**config.mk**
```make
export PLATFORM = sky130hd
export DESIGN_NAME = dac_write_scheduler_flat
export DESIGN_NICKNAME = d
export VERILOG_FILES = /design/src/rtl/dpll_pkg.sv /design/src/rtl/dac_write_scheduler_if.sv /design/src/rtl/dac_write_scheduler_req_slot.sv /design/src/rtl/dac_write_scheduler.sv /design/src/flat_wrapper.sv
export SDC_FILE = /design/constraint.sdc
export NUM_CORES = 1
export LEC_CHECK = 0
export CAP_MARGIN = 5
export CORE_ASPECT_RATIO = 0.8
export CORE_MARGIN = 4
export CORE_UTILIZATION = 30
export DETAILED_ROUTE_END_ITERATION = 16
export GPL_ROUTABILITY_DRIVEN = 0
export SLEW_MARGIN = 20
export SYNTH_ARGS = -nofsm -noshare
export SYNTH_HDL_FRONTEND = slang
export SYNTH_SLANG_ARGS = --single-unit
```
**constraint.sdc**
```tcl
create_clock -name i_Clk -period 4.35 [get_ports i_Clk]
set_input_delay 0.87 -clock i_Clk [delete_from_list [all_inputs] [get_ports i_Clk]]
set_output_delay 0.87 -clock i_Clk [all_outputs]
set_load 0.01 [all_outputs]
```
**src/rtl/dpll_pkg.sv**
```systemverilog
// Shared DPLL types: DAC width, midscale code, scheduler FSM states
// and the loop-value clamp helper.
package dpll_pkg;

  localparam int DAC_W = 16;
  localparam logic [DAC_W-1:0] DAC_MID = 16'h8000;

  typedef enum logic [2:0] {
    IDLE,
    SEND_HI,
    WAIT_HI,
    SEND_LO,
    WAIT_LO,
    GAP
  } state_t;

  function automatic logic [DAC_W-1:0] clamp(
    input logic [DAC_W-1:0] v,
    input logic [DAC_W-1:0] lo,
    input logic [DAC_W-1:0] hi
  );
    logic [DAC_W-1:0] r;
    r = v;
    if (v < lo) r = lo;
    else if (v > hi) r = hi;
    return r;
  endfunction

endpackage

```
**src/rtl/dac_write_scheduler_if.sv**
```systemverilog
// Byte stream between the DAC write scheduler and the SPI master.
// The master modport is the scheduler side.
interface dac_write_scheduler_if;

  logic [7:0] tx_byte;
  logic       tx_dv;
  logic       tx_ready;

  modport master (
    output tx_byte,
    output tx_dv,
    input  tx_ready
  );

  modport slave (
    input  tx_byte,
    input  tx_dv,
    output tx_ready
  );

endinterface

```
**src/rtl/dac_write_scheduler_req_slot.sv**
```systemverilog
// One-deep pending register for a DAC requester: capture, clamp,
// discard/flush and overwrite accounting.
module dac_write_scheduler_req_slot
  import dpll_pkg::*;
#(
  parameter logic [DAC_W-1:0] LO = '0,
  parameter logic [DAC_W-1:0] HI = '1
) (
  input  logic             clk,
  input  logic             rst_n,
  input  logic             dv,
  input  logic [DAC_W-1:0] val,
  input  logic             discard,
  input  logic             flush,
  input  logic             grant,
  output logic             pend,
  output logic [DAC_W-1:0] data,
  output logic [1:0]       ovr
);

  logic             pend_d;
  logic [DAC_W-1:0] data_d;

  // A set in the grant cycle wins and is not an overwrite.
  assign ovr = 2'(dv & discard)
             + 2'(flush & pend & ~grant)
             + 2'(dv & ~discard & pend & ~grant);

  always_comb begin
    pend_d = pend;
    data_d = data;
    if (grant || flush) pend_d = 1'b0;
    if (dv && !discard) begin
      pend_d = 1'b1;
      data_d = clamp(val, LO, HI);
    end
  end

  always_ff @(posedge clk) begin
    if (!rst_n) begin
      pend <= 1'b0;
      data <= '0;
    end else begin
      pend <= pend_d;
      data <= data_d;
    end
  end

endmodule

```
**src/rtl/dac_write_scheduler.sv**
```systemverilog
// Arbitrates manual and loop DAC codes onto one SPI path as
// two-byte frames separated by a fixed idle gap.
module dac_write_scheduler
  import dpll_pkg::*;
#(
  parameter int               GAP_CYCLES = 500,
  parameter logic [DAC_W-1:0] DAC_MIN    = 16'h0000,
  parameter logic [DAC_W-1:0] DAC_MAX    = 16'hFFFF,
  parameter int               CNT_W      = 16
) (
  input  logic                 i_Clk,
  input  logic                 i_Rst_L,
  input  logic [DAC_W-1:0]     i_Man_Val,
  input  logic                 i_Man_DV,
  input  logic                 i_Man_Mode,
  input  logic [DAC_W-1:0]     i_Loop_Val,
  input  logic                 i_Loop_DV,
  output logic                 o_Man_Ack,
  output logic                 o_Loop_Ack,
  dac_write_scheduler_if.master spi,
  output logic [DAC_W-1:0]     o_DAC_Val,
  output logic                 o_Busy,
  output logic [CNT_W-1:0]     o_Ovr_Count
);

  localparam int GW = (GAP_CYCLES > 1) ? $clog2(GAP_CYCLES) : 1;
  localparam logic [GW-1:0] GAP_LAST = GW'(GAP_CYCLES - 1);

  state_t           state, next;
  logic [DAC_W-1:0] frame, man_data, loop_data;
  logic [7:0]       byte_q, tx_byte;
  logic             tx_dv, seen_low, mode_q;
  logic             man_pend, loop_pend;
  logic             man_grant, loop_grant;
  logic [1:0]       man_ovr, loop_ovr;
  logic [GW-1:0]    gap_cnt;
  logic [2:0]       inc;
  logic [CNT_W:0]   sum;

  dac_write_scheduler_req_slot #(
    .LO('0), .HI('1)
  ) u_man (
    .clk(i_Clk), .rst_n(i_Rst_L),
    .dv(i_Man_DV), .val(i_Man_Val),
    .discard(1'b0), .flush(1'b0),
    .grant(man_grant),
    .pend(man_pend), .data(man_data),
    .ovr(man_ovr)
  );

  dac_write_scheduler_req_slot #(
    .LO(DAC_MIN), .HI(DAC_MAX)
  ) u_loop (
    .clk(i_Clk), .rst_n(i_Rst_L),
    .dv(i_Loop_DV), .val(i_Loop_Val),
    .discard(i_Man_Mode),
    .flush(i_Man_Mode & ~mode_q),
    .grant(loop_grant),
    .pend(loop_pend), .data(loop_data),
    .ovr(loop_ovr)
  );

  assign inc = {1'b0, man_ovr} + {1'b0, loop_ovr};
  assign sum = {1'b0, o_Ovr_Count} + (CNT_W + 1)'(inc);

  always_comb begin
    next       = state;
    man_grant  = 1'b0;
    loop_grant = 1'b0;
    tx_dv      = 1'b0;
    tx_byte    = byte_q;
    unique case (state)
      IDLE: if (spi.tx_ready) begin
        if (man_pend) begin
          man_grant = 1'b1;
          next      = SEND_HI;
        end else if (loop_pend && !i_Man_Mode) begin
          loop_grant = 1'b1;
          next       = SEND_HI;
        end
      end
      SEND_HI: begin
        tx_byte = frame[15:8];
        if (spi.tx_ready) begin
          tx_dv = 1'b1;
          next  = WAIT_HI;
        end
      end
      WAIT_HI: if (seen_low && spi.tx_ready) next = SEND_LO;
      SEND_LO: begin
        tx_byte = frame[7:0];
        if (spi.tx_ready) begin
          tx_dv = 1'b1;
          next  = WAIT_LO;
        end
      end
      WAIT_LO: if (seen_low && spi.tx_ready)
        next = (GAP_CYCLES == 0) ? IDLE : GAP;
      GAP: if (gap_cnt == GAP_LAST) next = IDLE;
      default: next = IDLE;
    endcase
  end

  always_ff @(posedge i_Clk) begin
    if (!i_Rst_L) begin
      state       <= IDLE;
      frame       <= '0;
      byte_q      <= '0;
      o_DAC_Val   <= '0;
      o_Ovr_Count <= '0;
      gap_cnt     <= '0;
      seen_low    <= 1'b0;
      mode_q      <= 1'b0;
    end else begin
      state  <= next;
      byte_q <= tx_byte;
      mode_q <= i_Man_Mode;
      o_Ovr_Count <= sum[CNT_W] ? '1 : sum[CNT_W-1:0];
      if (man_grant) frame <= man_data;
      else if (loop_grant) frame <= loop_data;
      // Byte done = ready seen low, then high again.
      if (state != next) seen_low <= 1'b0;
      else if (!spi.tx_ready) seen_low <= 1'b1;
      if (state == WAIT_LO && next != WAIT_LO) o_DAC_Val <= frame;
      gap_cnt <= (state == GAP) ? gap_cnt + GW'(1) : '0;
    end
  end

  assign spi.tx_byte = tx_byte;
  assign spi.tx_dv   = tx_dv;
  assign o_Man_Ack   = man_grant;
  assign o_Loop_Ack  = loop_grant;
  assign o_Busy      = (state != IDLE);

endmodule

```
**src/flat_wrapper.sv**
```systemverilog
// flat-port wrapper written by rule: the top's interface ports become plain ports
module dac_write_scheduler_flat import dpll_pkg::*;
#(
  parameter int               GAP_CYCLES = 500,
  parameter logic [DAC_W-1:0] DAC_MIN    = 16'h0000,
  parameter logic [DAC_W-1:0] DAC_MAX    = 16'hFFFF,
  parameter int               CNT_W      = 16
)
  (i_Clk, i_Rst_L, i_Man_Val, i_Man_DV, i_Man_Mode, i_Loop_Val, i_Loop_DV, o_Man_Ack, o_Loop_Ack, o_DAC_Val, o_Busy, o_Ovr_Count, spi_tx_byte, spi_tx_dv, spi_tx_ready);
  dac_write_scheduler_if spi_i ();
  input  logic i_Clk;
  input  logic i_Rst_L;
  input  logic [DAC_W-1:0] i_Man_Val;
  input  logic i_Man_DV;
  input  logic i_Man_Mode;
  input  logic [DAC_W-1:0] i_Loop_Val;
  input  logic i_Loop_DV;
  output logic o_Man_Ack;
  output logic o_Loop_Ack;
  output logic [DAC_W-1:0] o_DAC_Val;
  output logic o_Busy;
  output logic [CNT_W-1:0] o_Ovr_Count;
  output wire logic [$bits(spi_i.tx_byte)-1:0] spi_tx_byte;
  output wire logic [$bits(spi_i.tx_dv)-1:0] spi_tx_dv;
  input wire logic [$bits(spi_i.tx_ready)-1:0] spi_tx_ready;
  assign spi_tx_byte = spi_i.tx_byte;
  assign spi_tx_dv = spi_i.tx_dv;
  assign spi_i.tx_ready = spi_tx_ready;
  dac_write_scheduler #(.GAP_CYCLES(GAP_CYCLES), .DAC_MIN(DAC_MIN), .DAC_MAX(DAC_MAX), .CNT_W(CNT_W)) u_core (.i_Clk(i_Clk), .i_Rst_L(i_Rst_L), .i_Man_Val(i_Man_Val), .i_Man_DV(i_Man_DV), .i_Man_Mode(i_Man_Mode), .i_Loop_Val(i_Loop_Val), .i_Loop_DV(i_Loop_DV), .o_Man_Ack(o_Man_Ack), .o_Loop_Ack(o_Loop_Ack), .spi(spi_i), .o_DAC_Val(o_DAC_Val), .o_Busy(o_Busy), .o_Ovr_Count(o_Ovr_Count));
endmodule
```
; ---- Yosys cells after proc, flatten, opt, wreduce, memory -nomap -nowiden
; Cells that the tools add are included.
[word_totals]
register_bits = 104
in_bits = 38
out_inout_bits = 44
word_cells = 87
[op_classes]
add_sub_neg = 5
order_cmp = 4
eq_ne = 8
muxes = 30
n_bitwise = 14
reduce_logical = 14
[op_table]
columns = cell, n
row1 = $mux W16, 7
row2 = $gt A16 B16 Y1 const B, 2
row3 = $lt A16 B1 Y1 const B, 2
row4 = $mux W3, 8
row5 = $pmux W3 S6, 1
row6 = $add A16 B3 Y17, 1
row7 = $pmux W8 S2, 1
row8 = $mux W1, 13
row9 = $add A9 B1 Y9 const B, 1
row10 = $eq A9 B9 Y1 const B, 1
row11 = $and A1 B2 Y2, 3
row12 = $eq A3 B2 Y1 const B, 2
row13 = $eq A3 B3 Y1 const B, 2
row14 = $not A1 Y2, 3
row15 = $reduce_bool A2 Y1, 3
row16 = $add A2 B2 Y2, 2
row17 = $and A1 B1 Y1, 4
row18 = $logic_and A1 B1 Y1, 4
row19 = $reduce_or A2 Y1, 2
row20 = $add A2 B2 Y3, 1
row21 = $eq A3 B1 Y1 const B, 1
row22 = $logic_not A3 Y1, 1
row23 = $ne A3 B3 Y1, 1
row24 = $ne A3 B3 Y1 const B, 1
row25 = other kinds (7), 8

; ---- Longest topological paths before layout
; Gate-level depths: netlist (run 1).
[logic_depth]
ltp_word = 13
depth_mapped = 15
depth_no_buf = 11

; ---- Modules after synthesis
; Synthesis (run 1) repeated with hierarchy kept, for this count alone.
[hier_totals]
cells_unflattened = 510
area_unflattened_um2 = 4700.8
[modules_own_cells]
columns = module, instances, cells_per_inst, area_each_um2
row1 = dac_write_scheduler, 1, 354, 3199.3
row2 = dac_write_scheduler_req_slot, 2, 78, 750.7

; ---- Least setup slack after synthesis (run 1)
; Ideal clock, no wire load.
[synth_timing]
path_kind = in2reg
startpoint = input port spi_tx_ready
endpoint = register u_core.o_Ovr_Count[14]
setup_ns = 0.132
arrival_ns = 3.465
t_required_ns = 4.218
setup_slack_ns = 0.754
stages = 13
cell_sequence = nand2_2 -> clkbuf_1 -> o2111ai_1 -> fa_1 -> fa_1 -> inv_1 -> fa_1 -> and3_1 -> buf_2 -> and3_1 -> buf_2 -> a41oi_1 -> nor3_1
[synth_between]
elab_chain_cells = 9
word_cells_on_any_way = 14
cone_classes = 4 x add/sub / 5 x mux / 5 x bitwise
[synth_rtl]
columns = item, line
row1 = from (decl), flat_wrapper.sv:25  ; input wire logic [$bits(spi_i.tx_ready)-1:0] spi_tx_ready;
row2 = $mux W1, dac_write_scheduler.sv:73  ; IDLE: if (spi.tx_ready) begin
row3 = $mux W1, dac_write_scheduler.sv:72  ; unique case (state)
row4 = $not A1 Y2, "dac_write_scheduler_req_slot.sv:26, dac_write_scheduler_req_slot.sv:27"
row5 = $and A1 B2 Y2, dac_write_scheduler_req_slot.sv:26  ; + 2'(flush & pend & ~grant)
row6 = $add A2 B2 Y2, dac_write_scheduler_req_slot.sv:26
row7 = $add A2 B2 Y2, dac_write_scheduler_req_slot.sv:27  ; + 2'(dv & ~discard & pend & ~grant);
row8 = $add A2 B2 Y3 *, dac_write_scheduler.sv:63  ; assign inc = {1'b0, man_ovr} + {1'b0, loop_ovr};
row9 = $add A16 B3 Y17 *, dac_write_scheduler.sv:64  ; assign sum = {1'b0, o_Ovr_Count} + (CNT_W + 1)'(inc);
row10 = $mux W16 *, dac_write_scheduler.sv:118  ; o_Ovr_Count <= sum[CNT_W] ? '1 : sum[CNT_W-1:0];
row11 = to (signal assigned), dac_write_scheduler.sv:118
row12 = to (decl), dac_write_scheduler.sv:23  ; output logic [CNT_W-1:0] o_Ovr_Count
; Mark *: on every way between the ends. The rest lies on a longest branch, timed or not.
; A chain may end at the register's enable or synchronous reset.

; ---- Worst setup path after layout (run 1)
[layout_timing]
startpoint = input port i_Man_Mode
endpoint = register u_core.o_Ovr_Count[7]
[layout_between]
elab_chain_cells = 13
word_cells_on_any_way = 20
cone_classes = 4 x add/sub / 5 x mux / 9 x bitwise / 2 x reduce/logical
[layout_rtl]
columns = item, line
row1 = from (decl), flat_wrapper.sv:15  ; input logic i_Man_Mode;
row2 = $logic_not A1 Y1, dac_write_scheduler.sv:77  ; end else if (loop_pend && !i_Man_Mode) begin
row3 = $logic_and A1 B1 Y1, dac_write_scheduler.sv:77
row4 = $mux W1, dac_write_scheduler.sv:77
row5 = $mux W1, dac_write_scheduler.sv:74  ; if (man_pend) begin
row6 = $mux W1, dac_write_scheduler.sv:73
row7 = $mux W1, dac_write_scheduler.sv:72
row8 = $not A1 Y2, "dac_write_scheduler_req_slot.sv:26, dac_write_scheduler_req_slot.sv:27"
row9 = $and A1 B2 Y2, dac_write_scheduler_req_slot.sv:26
row10 = $add A2 B2 Y2, dac_write_scheduler_req_slot.sv:26
row11 = $add A2 B2 Y2 *, dac_write_scheduler_req_slot.sv:27
row12 = $add A2 B2 Y3 *, dac_write_scheduler.sv:63
row13 = $add A16 B3 Y17 *, dac_write_scheduler.sv:64
row14 = $mux W16 *, dac_write_scheduler.sv:118
; Marks and branches as above.

==> results_dict.tcl, run 1 <==
set metrics [dict create \
    hold_buffers 0 \
    drt_iter0_drc 215 \
    htreeDepth 3 \
    drc 0 \
    syn_to_final_growth_pct 27.6 \
    finalPower_mw 2.10 \
    routed_via_density 4.76 \
    swShare 0.231 \
    numCtsBuffers 9 \
    yosys.area.top_type "dfxtp_1" \
    grt_max_degree 43 \
    ir_drop_mv 0.192 \
    clock-root-buffer "clkbuf_16" \
    insertedDiodeCount 0 \
    finalClockSkew_ns 0.00850 \
    clkPwrFrac 0.420 \
    port_buffers 81 \
    maxCapViolCount 0 \
    critical_path_class "in2reg" \
    hpwl_um 8450 \
    setup_ws_ns 0.726 \
    crit_start "i_Man_Mode" \
    fmax_ghz 0.276 \
    cp.required_ns 4.61 \
    endpoint_kind "flop" \
    fin_nets 596 \
    die_area_um2 17100 \
    start_util 0.312 \
    p_leak_nw 2.05 \
    hold_depth 1 \
    ys_async_sr_fraction 0 \
    post-place-ws_ns 0.369 \
    cts_tree "yes" \
    syn_inst 486 \
    p_comb_frac 0.095 \
    clockBufferDepth 2 \
    yosysUniqueCellTypes 55 \
    synth_edf_count 0 \
    syn-num-nets 529 \
    grt_pass1_wl_um 18700 \
    min_period_over_period 0.833 \
    ys_ff_latch 104 \
    grt_remaining_overflow 0 \
    yosys-top-cells-count "104 x dfxtp_1, 87 x nand2_1, 27 x a21boi_0" \
    setup_viol_count_final 0 \
    core_um2 14500 \
    rsz0062_at_grt "no" \
    synth_top_flop_cell "dfxtp_1" \
    via_count 3533 \
    clkSlewWorstSetupHoldPaths_ns 0.07 \
    worstPathArrival_ns 3.89 \
    dr.pass1.iters 4 \
    endpoint "u_core.o_Ovr_Count[7]" \
    tightest_slew_ns 0.854 \
    slew_violations 0 \
    cts_resized 0 \
    status "completed" \
    max_slew_margin 0.430 \
    timing.rr.end "u_core.o_Ovr_Count[7]" \
    reg2reg_depth 11 \
    grt_pass1_vias 3552 \
    ys.warnings.count 0 \
    postCtsSetupRepairBufs 0 \
    p_int_mw 1.61 \
    grtUsageTotal 0.133 \
    fp.dieW_um 145 \
    cts_sinks 104 \
    r2r_start "u_core.state[1]" \
    io_pins 82 \
    synth_area_um2 4520 \
    die_height_um 118 \
    p_seq_frac 0.485 \
    netlist_top_cells_area "dfxtp_1 46%, nand2_1 7.2%, mux2i_1 5.3%" \
    worst_setup_path_start_kind "input pin" \
    min_period_ns 3.62 \
    netSwitchingPower_mw 0.485 \
    rows 39 \
    layout-drive-gt1-share 0.0878 \
    drt_wl_total_um 11400 \
    r2r_slack_ns 0.79 \
    setup-tns-final_ns 0 \
    ant_nets 0 \
    min_path_type "reg2reg" \
    yosysMostFrequentCell "dfxtp_1" \
    power.density_nw_per_um2 364 \
    clk_latency_ns 0.35 \
    syn_area_per_cell_um2 9.29 \
    hold_viol_final 0 \
    critical_path.max_fanout 10 \
    yosysTopAreaCellShare 0.461 \
    ys_seq_area_frac 0.461 \
    post_drt_wl_per_cell_um 15.4 \
    whs_ns 0.441 \
    antenna_found_initial 0 \
]
layout by cell type, fill, tap and decap left out, types with 3 or more instances in the layout:
cell type          n
dfxtp_1          104
nand2_1           87
clkdlybuf4s50_1   80
a21boi_0          27
mux2i_1           24
inv_1             23
nor2_1            22
a2bb2oi_1         16
o221a_2           16
o21ai_0           13
and2_1            11
a21boi_1          11
a21oi_1            9
xor2_1             9
nor2b_1            9
clkbuf_16          9
nand3_1            8
and3_1             6
xnor2_1            6
nor3_1             5
buf_4              5
or3_1              4
nand4_1            4
o211ai_1           3
fa_1               3
through the flow:
step | instances | util | instance area [um^2]
6_report | 742 | 0.398 | 5770
2_1_floorplan | 486 | - | 4520
4_1_cts | 742 | 0.398 | 5770
3_5_place_dp | 726 | 0.375 | 5430
5_1_grt | 742 | 0.398 | 5770
3_3_place_gp | 726 | 0.375 | 5430
logic make-up (layout without fill, tap and decap cells):
family | Yosys count | in the layout | share of synthesized area
AO/OA/AOI/OAI | 108 | 108 | 0.193
AND/OR/NAND/NOR | 176 | 176 | 0.191
buffers and inverters | 54 | 126 | 0.0546
adder cells (fa/ha/maj) | 5 | 5 | 0.0188
multiplexers | 24 | 24 | 0.0532
flip-flops | 104 | 104 | 0.461
XOR/XNOR | 15 | 15 | 0.0291
per-layer routing:
| metal | vias up | share of wire | wire length, um | track usage |
|---|---|---|---|---|
| met5 | - | 0 | 0 | 0 |
| li1 | 1810 | - | - | - |
| met1 | 1631 | 0.52 | 5910 | 0.190 |
| met2 | 81 | 0.42 | 4810 | 0.198 |
| met4 | 0 | 0.010 | 115 | 0.0308 |
| met3 | 11 | 0.050 | 567 | 0.0396 |
final cells by class:
class                   instances  area, um^2
well taps                     184         230
clock buffers                  10         239
flip-flops and latches        104        2080
clock inverters                 6        92.6
repair buffers                 86         843
multi-input cells             328        2190
fillers                      1447        8730
inverters                      24        90.1
critical path, cell delays in order:
cell and delay, ns:
clkdlybuf4s50_1 0.47, inv_1 0.15, o2111ai_1 0.18, fa_1 0.53, fa_1 0.42, inv_1 0.08, fa_1 0.19, and3_1 0.29
and3_1 0.30, nand2_2 0.17, a21boi_0 0.23
how the worst min path moves through the flow:
stage                        start                   to  slack, ns
4_1_cts          u_core.gap_cnt[0]    u_core.gap_cnt[0]       0.45
3_3_place_gp     u_core.gap_cnt[0]    u_core.gap_cnt[0]       0.43
3_5_place_dp     u_core.gap_cnt[0]    u_core.gap_cnt[0]       0.44
6_report         u_core.gap_cnt[0]    u_core.gap_cnt[0]       0.44
5_1_grt        u_core.o_DAC_Val[8]  u_core.o_DAC_Val[8]       0.48
2_1_floorplan    u_core.gap_cnt[0]    u_core.gap_cnt[0]       0.41
power by group through the flow:
| stage | clock, mW | sequential [mW] | combinational (mW) |
|---|---|---|---|
| 2_1_floorplan | 0 | 1.03 | 0.124 |
| 3_3_place_gp | 0 | 1.04 | 0.197 |
| 3_5_place_dp | 0 | 1.04 | 0.200 |
| 4_1_cts | 0.903 | 1.02 | 0.201 |
| 5_1_grt | 0.944 | 1.02 | 0.219 |
| 6_report | 0.882 | 1.02 | 0.199 |
registers in the layout, summed over array words and instances (netlist names):
signal / count
u_core.u_man.data: 16
u_core.state: 3
u_core.gap_cnt: 9
u_core.seen_low: 1
u_core.u_loop.data: 16
u_core.o_DAC_Val: 16
u_core.byte_q: 8
u_core.mode_q: 1
u_core.o_Ovr_Count: 16
u_core.u_loop.pend: 1
u_core.u_man.pend: 1
u_core.frame: 16
Power figures use the tool's default switching activity.
==> run 2, diff against run 1 <==
Clock period 4.35 ns to 3.3 ns, I/O delays scaled along.
==> run 2 against run 1 <==
Power up 25%. Non-clock buffer count grew 18. Largest cell class unchanged. Worst hold slack got worse by 0.0030 ns. Wire length increased by 1.8%. Critical path type unchanged. Core utilization up 0.75 points. Sequential share of layout area is 0.67 points lower. Highest routed layer unchanged. Global-route usage up 0.38 points.
==> results_dict.tcl, run 2 (synthesis results as in run 1) <==
set metrics [dict create \
    grt_pass1_wl_um 19200 \
    min_path_type "reg2reg" \
    status "completed" \
    maxCapViolCount 0 \
    finalClockSkew_ns 0.00713 \
    slowest_delay_ns 0.57 \
    clkSlewWorstSetupHoldPaths_ns 0.07 \
    fp.dieW_um 145 \
    multi_input_area_um2 2210 \
    setup_viol_count_final 0 \
    postCtsSetupRepairBufs 0 \
    antenna_found_initial 0 \
    swShare 0.236 \
    syn_to_final_growth_pct 30.1 \
    die_height_um 118 \
    place_area_um2 5570 \
    hold_viol_final 0 \
    rsz0062_at_grt "no" \
    final-seq-area_um2 2080 \
    worst_setup_path_start_kind "input pin" \
    min_period_ns 3.11 \
    fill_cells 1430 \
    cts_sinks 104 \
    fin_nets 614 \
    final_core_util 0.405 \
    final_cell_mix "104 x dfxtp_1, 87 x nand2_1, 78 x clkdlybuf4s50_1" \
    drc 0 \
    hold_buffers 0 \
    cts_tree "yes" \
    clockBufferDepth 2 \
    tightest_slew_ns 0.649 \
    port_buffers 81 \
    rows 39 \
    insertedDiodeCount 0 \
    numCtsBuffers 9 \
    grtUsageTotal 0.137 \
    power.density_nw_per_um2 445 \
    core_um2 14500 \
    p_seq_frac 0.512 \
    layout-drive-gt1-share 0.122 \
    path_buf_inv 3 \
    htreeDepth 3 \
    p_int_mw 2.00 \
    ir_drop_mv 0.243 \
    final_area_um2 5870 \
    cp.required_ns 3.53 \
    endpoint_kind "flop" \
    critPathTopFamily "adder cells" \
    fmax_ghz 0.321 \
    start_util 0.312 \
    critical_path.max_fanout 4 \
    clock-root-buffer "clkbuf_16" \
    die_area_um2 17100 \
    final_common_cell "dfxtp_1" \
    slew_violations 0 \
    hpwl_um 8630 \
    drt_wl_total_um 11600 \
    p_leak_nw 2.16 \
    clk_latency_ns 0.34 \
    routed_via_density 4.78 \
    path_cells "clkdlybuf4s50_1 > buf_4 > nand2_1 > fa_1 > fa_2 > inv_1 > fa_1 > and3_2 > nand4_1 > nand2_1 > o311a_1" \
    worstPathArrival_ns 3.34 \
    netSwitchingPower_mw 0.618 \
    grt_remaining_overflow 0 \
    critical-path-slowest-cell "fa_1" \
    grt_max_degree 45 \
    clkPwrFrac 0.381 \
    max_slew_margin 0.564 \
    via_count 3631 \
    io_pins 82 \
    post_drt_wl_per_cell_um 15.3 \
    critical_path_class "in2reg" \
    ant_nets 0 \
    whs_ns 0.438 \
    min_period_over_period 0.943 \
    r2r_slack_ns 0.48 \
    drt_iter0_drc 185 \
    grt_pass1_vias 3693 \
    dr.pass1.iters 4 \
    p_comb_frac 0.107 \
]
## run 2: changes by cell type in the layout (fill, tap and decap cells not counted), moves of 2 or more
cell,before,now
clkdlybuf4s50_1,80,78
bufinv_16,2,0
and3_1,6,4
buf_4,5,23
a21boi_0,27,20
dlymetal6s2s_1,0,2
clkinv_4,2,0
a21boi_1,11,18
clkinv_2,0,2
## run 2: final cells by class
type	count	share of cell area
multi-input cells	328	0.377
flip-flops and latches	104	0.354
repair buffers	104	0.167
clock buffers	12	0.0437
well taps	184	0.0392
inverters	24	0.0153
clock inverters	3	0.00298
## run 2: final timing paths
path	start	end	cells past startpoint
worst max register to register	u_core.state[1]	u_core.o_Ovr_Count[11]	11
worst min register to register	u_core.gap_cnt[0]	u_core.gap_cnt[0]	1
worst max-delay path	i_Man_Mode	u_core.o_Ovr_Count[15]	11
worst min-delay path	u_core.gap_cnt[0]	u_core.gap_cnt[0]	1
## run 2: per-stage QoR
step	setup WS [ns]	std cells	setup TNS [ns]	power (mW)
final	0.187	759	0	2.61
after global routing	0.0318	759	0	2.72
after CTS	0.0132	759	0	2.64
after detailed placement	-0.374	744	-4.91	1.65
after global placement	-0.296	744	-4.23	1.64
after floorplan	0.0174	486	0	1.52
## run 2: layer usage
layer | up-vias | GRT usage | routed length (um)
met5 | - | 0 | 0
met4 | 0 | 0.0285 | 65
met3 | 4 | 0.0381 | 553
met2 | 73 | 0.213 | 5140
met1 | 1708 | 0.192 | 5850
li1 | 1846 | - | -
## run 2: what timing repair did
action	in CTS	in global routing
gates cloned	0	0
gates resized for setup	1	15
endpoints found under the setup margin	2	16
pin swaps	0	2
## run 2: power groups by stage
stage / Clock [mW] / Combinational (mW) / Sequential (mW)
global route: 1.06 / 0.310 / 1.34
detailed placement: 0 / 0.281 / 1.37
CTS: 1.02 / 0.282 / 1.34
finish: 0.996 / 0.280 / 1.34
global placement: 0 / 0.276 / 1.37
floorplan: 0 / 0.163 / 1.35
==> run 3, diff against run 2 <==
Settings changed: CAP_MARGIN 5 to 20, CTS_BUF_LIST set to sky130_fd_sc_hd__clkbuf_4 sky130_fd_sc_hd__clkbuf_8, DONT_BUFFER_PORTS set to 1.
==> run 3 against run 2 <==
Clock-buffer cell count fell by 2. Cell count fell by 13%. Worst hold slack got worse by 0.024 ns. Critical path depth did not move. Core utilization fell by 7.3 points. Die area did not move. Sequential share of layout area rose by 7.8 points. Global-route usage fell by 0.56 points. Power fell by 14%. Largest power group unchanged.
==> results_dict.tcl, run 3 (synthesis results as in run 1) <==
set metrics [dict create \
    drc 0 \
    hold_viol_final 0 \
    grt_pass1_wl_um 17900 \
    postCtsSetupRepairBufs 0 \
    p_leak_nw 1.69 \
    routed_via_density 4.89 \
    worst_setup_path_start_kind "flop" \
    drt_iter0_drc 179 \
    clk_latency_ns 0.38 \
    htreeDepth 3 \
    layout-drive-gt1-share 0.107 \
    syn_to_final_growth_pct 6.59 \
    cts_tree "yes" \
    tightest_slew_ns 0.810 \
    final_cell_mix "104 x dfxtp_1, 87 x nand2_1, 27 x a21boi_0" \
    core_um2 14500 \
    maxCapViolCount 0 \
    antenna_found_initial 0 \
    fp.dieW_um 145 \
    min_period_ns 2.97 \
    via_count 3237 \
    grt_remaining_overflow 0 \
    start_util 0.312 \
    min_path_type "in2reg" \
    final_common_cell "dfxtp_1" \
    clkSlewWorstSetupHoldPaths_ns 0.09 \
    fin_nets 516 \
    grtUsageTotal 0.132 \
    die_height_um 118 \
    slew_violations 0 \
    grt_max_degree 79 \
    dr.pass1.iters 4 \
    min_period_over_period 0.899 \
    hpwl_um 8160 \
    drt_wl_total_um 11100 \
    status "completed" \
    rows 39 \
    fill_cells 1470 \
    numCtsBuffers 9 \
    cts_sinks 104 \
    finalClockSkew_ns 0.00919 \
    ir_drop_mv 0.276 \
    port_buffers 0 \
    stdcell_count 662 \
    cp.required_ns 3.53 \
    cts_resized 0 \
    critical_path_class "reg2reg" \
    insertedDiodeCount 0 \
    hold_buffers 0 \
    io_pins 82 \
    post_drt_wl_per_cell_um 16.8 \
    setup_viol_count_final 0 \
    clockBufferDepth 2 \
    max_slew_margin 0.460 \
    grt_pass1_vias 3186 \
    critical_path.max_fanout 5 \
    clock-root-buffer "clkbuf_8" \
    endpoint_kind "flop" \
    setup-tns-final_ns 0 \
    die_area_um2 17100 \
    fmax_ghz 0.337 \
    power.density_nw_per_um2 469 \
    worstPathArrival_ns 3.20 \
    ant_nets 0 \
    dp.cells 646 \
    rsz0062_at_grt "no" \
]
run 3: cell types whose count changed in the layout (fill, tap and decap cells not counted), moves of 2 or more:
cell	change
a21boi_1	-7
clkbuf_16	-9
buf_4	-17
clkbuf_8	+7
clkdlybuf4s50_1	-78
dlymetal6s2s_1	-2
clkinvlp_4	+2
a21boi_0	+7
run 3: power breakdown:
part / leakage (nW) / internal [mW] / switching (mW)
sequential: 0.847 / 1.30 / 0.0391
clock: 0.0823 / 0.285 / 0.448
combinational: 0.761 / 0.0864 / 0.0994
run 3: routing by layer:
metal | track usage | vias up | wire [um]
met3 | 0.0600 | 10 | 982
met4 | 0.0350 | 0 | 131
li1 | - | 1652 | -
met2 | 0.193 | 79 | 4580
met5 | 0 | - | 0
met1 | 0.175 | 1496 | 5420
run 3: path summary, 6_finish.rpt:
path                            slack [ns]         startpoint  cells after the start                      to
worst min-delay path                  0.41            i_Rst_L                      1   u_core.u_man.data[13]
worst max register to register        0.33    u_core.state[1]                     11  u_core.o_Ovr_Count[14]
worst min register to register        0.46  u_core.gap_cnt[0]                      1       u_core.gap_cnt[0]
worst max-delay path                  0.33    u_core.state[1]                     11  u_core.o_Ovr_Count[14]
run 3: critical path, stage by stage, from the launching register on:
cell	delay [ns]
dfxtp_1	0.34
nor3_4	0.21
nand2_2	0.08
o2111ai_1	0.24
fa_1	0.45
fa_1	0.42
inv_1	0.08
fa_1	0.20
and3_2	0.26
nand4_1	0.18
nor4b_1	0.29
nor3_1	0.08
run 3: final cells by class:
cell class              count  area, um^2  share of cell area
repair buffers              6        45.0             0.00936
well taps                 184         230              0.0478
clock buffers              10         131              0.0273
multi-input cells         328        2190               0.455
flip-flops and latches    104        2080               0.432
clock inverters             6        45.0             0.00936
inverters                  24        90.1              0.0187
run 3: metrics by stage:
step,area [um^2],worst slack [ns],total power [mW],utilization,hold slack [ns]
2_1_floorplan,4520,0.0174,1.52,-,0.413
5_1_grt,4810,0.0503,2.37,0.332,0.379
4_1_cts,4810,0.227,2.29,0.332,0.386
6_report,4810,0.333,2.26,0.332,0.414
3_3_place_gp,4640,0.160,1.55,0.320,0.426
3_5_place_dp,4640,0.113,1.56,0.320,0.445
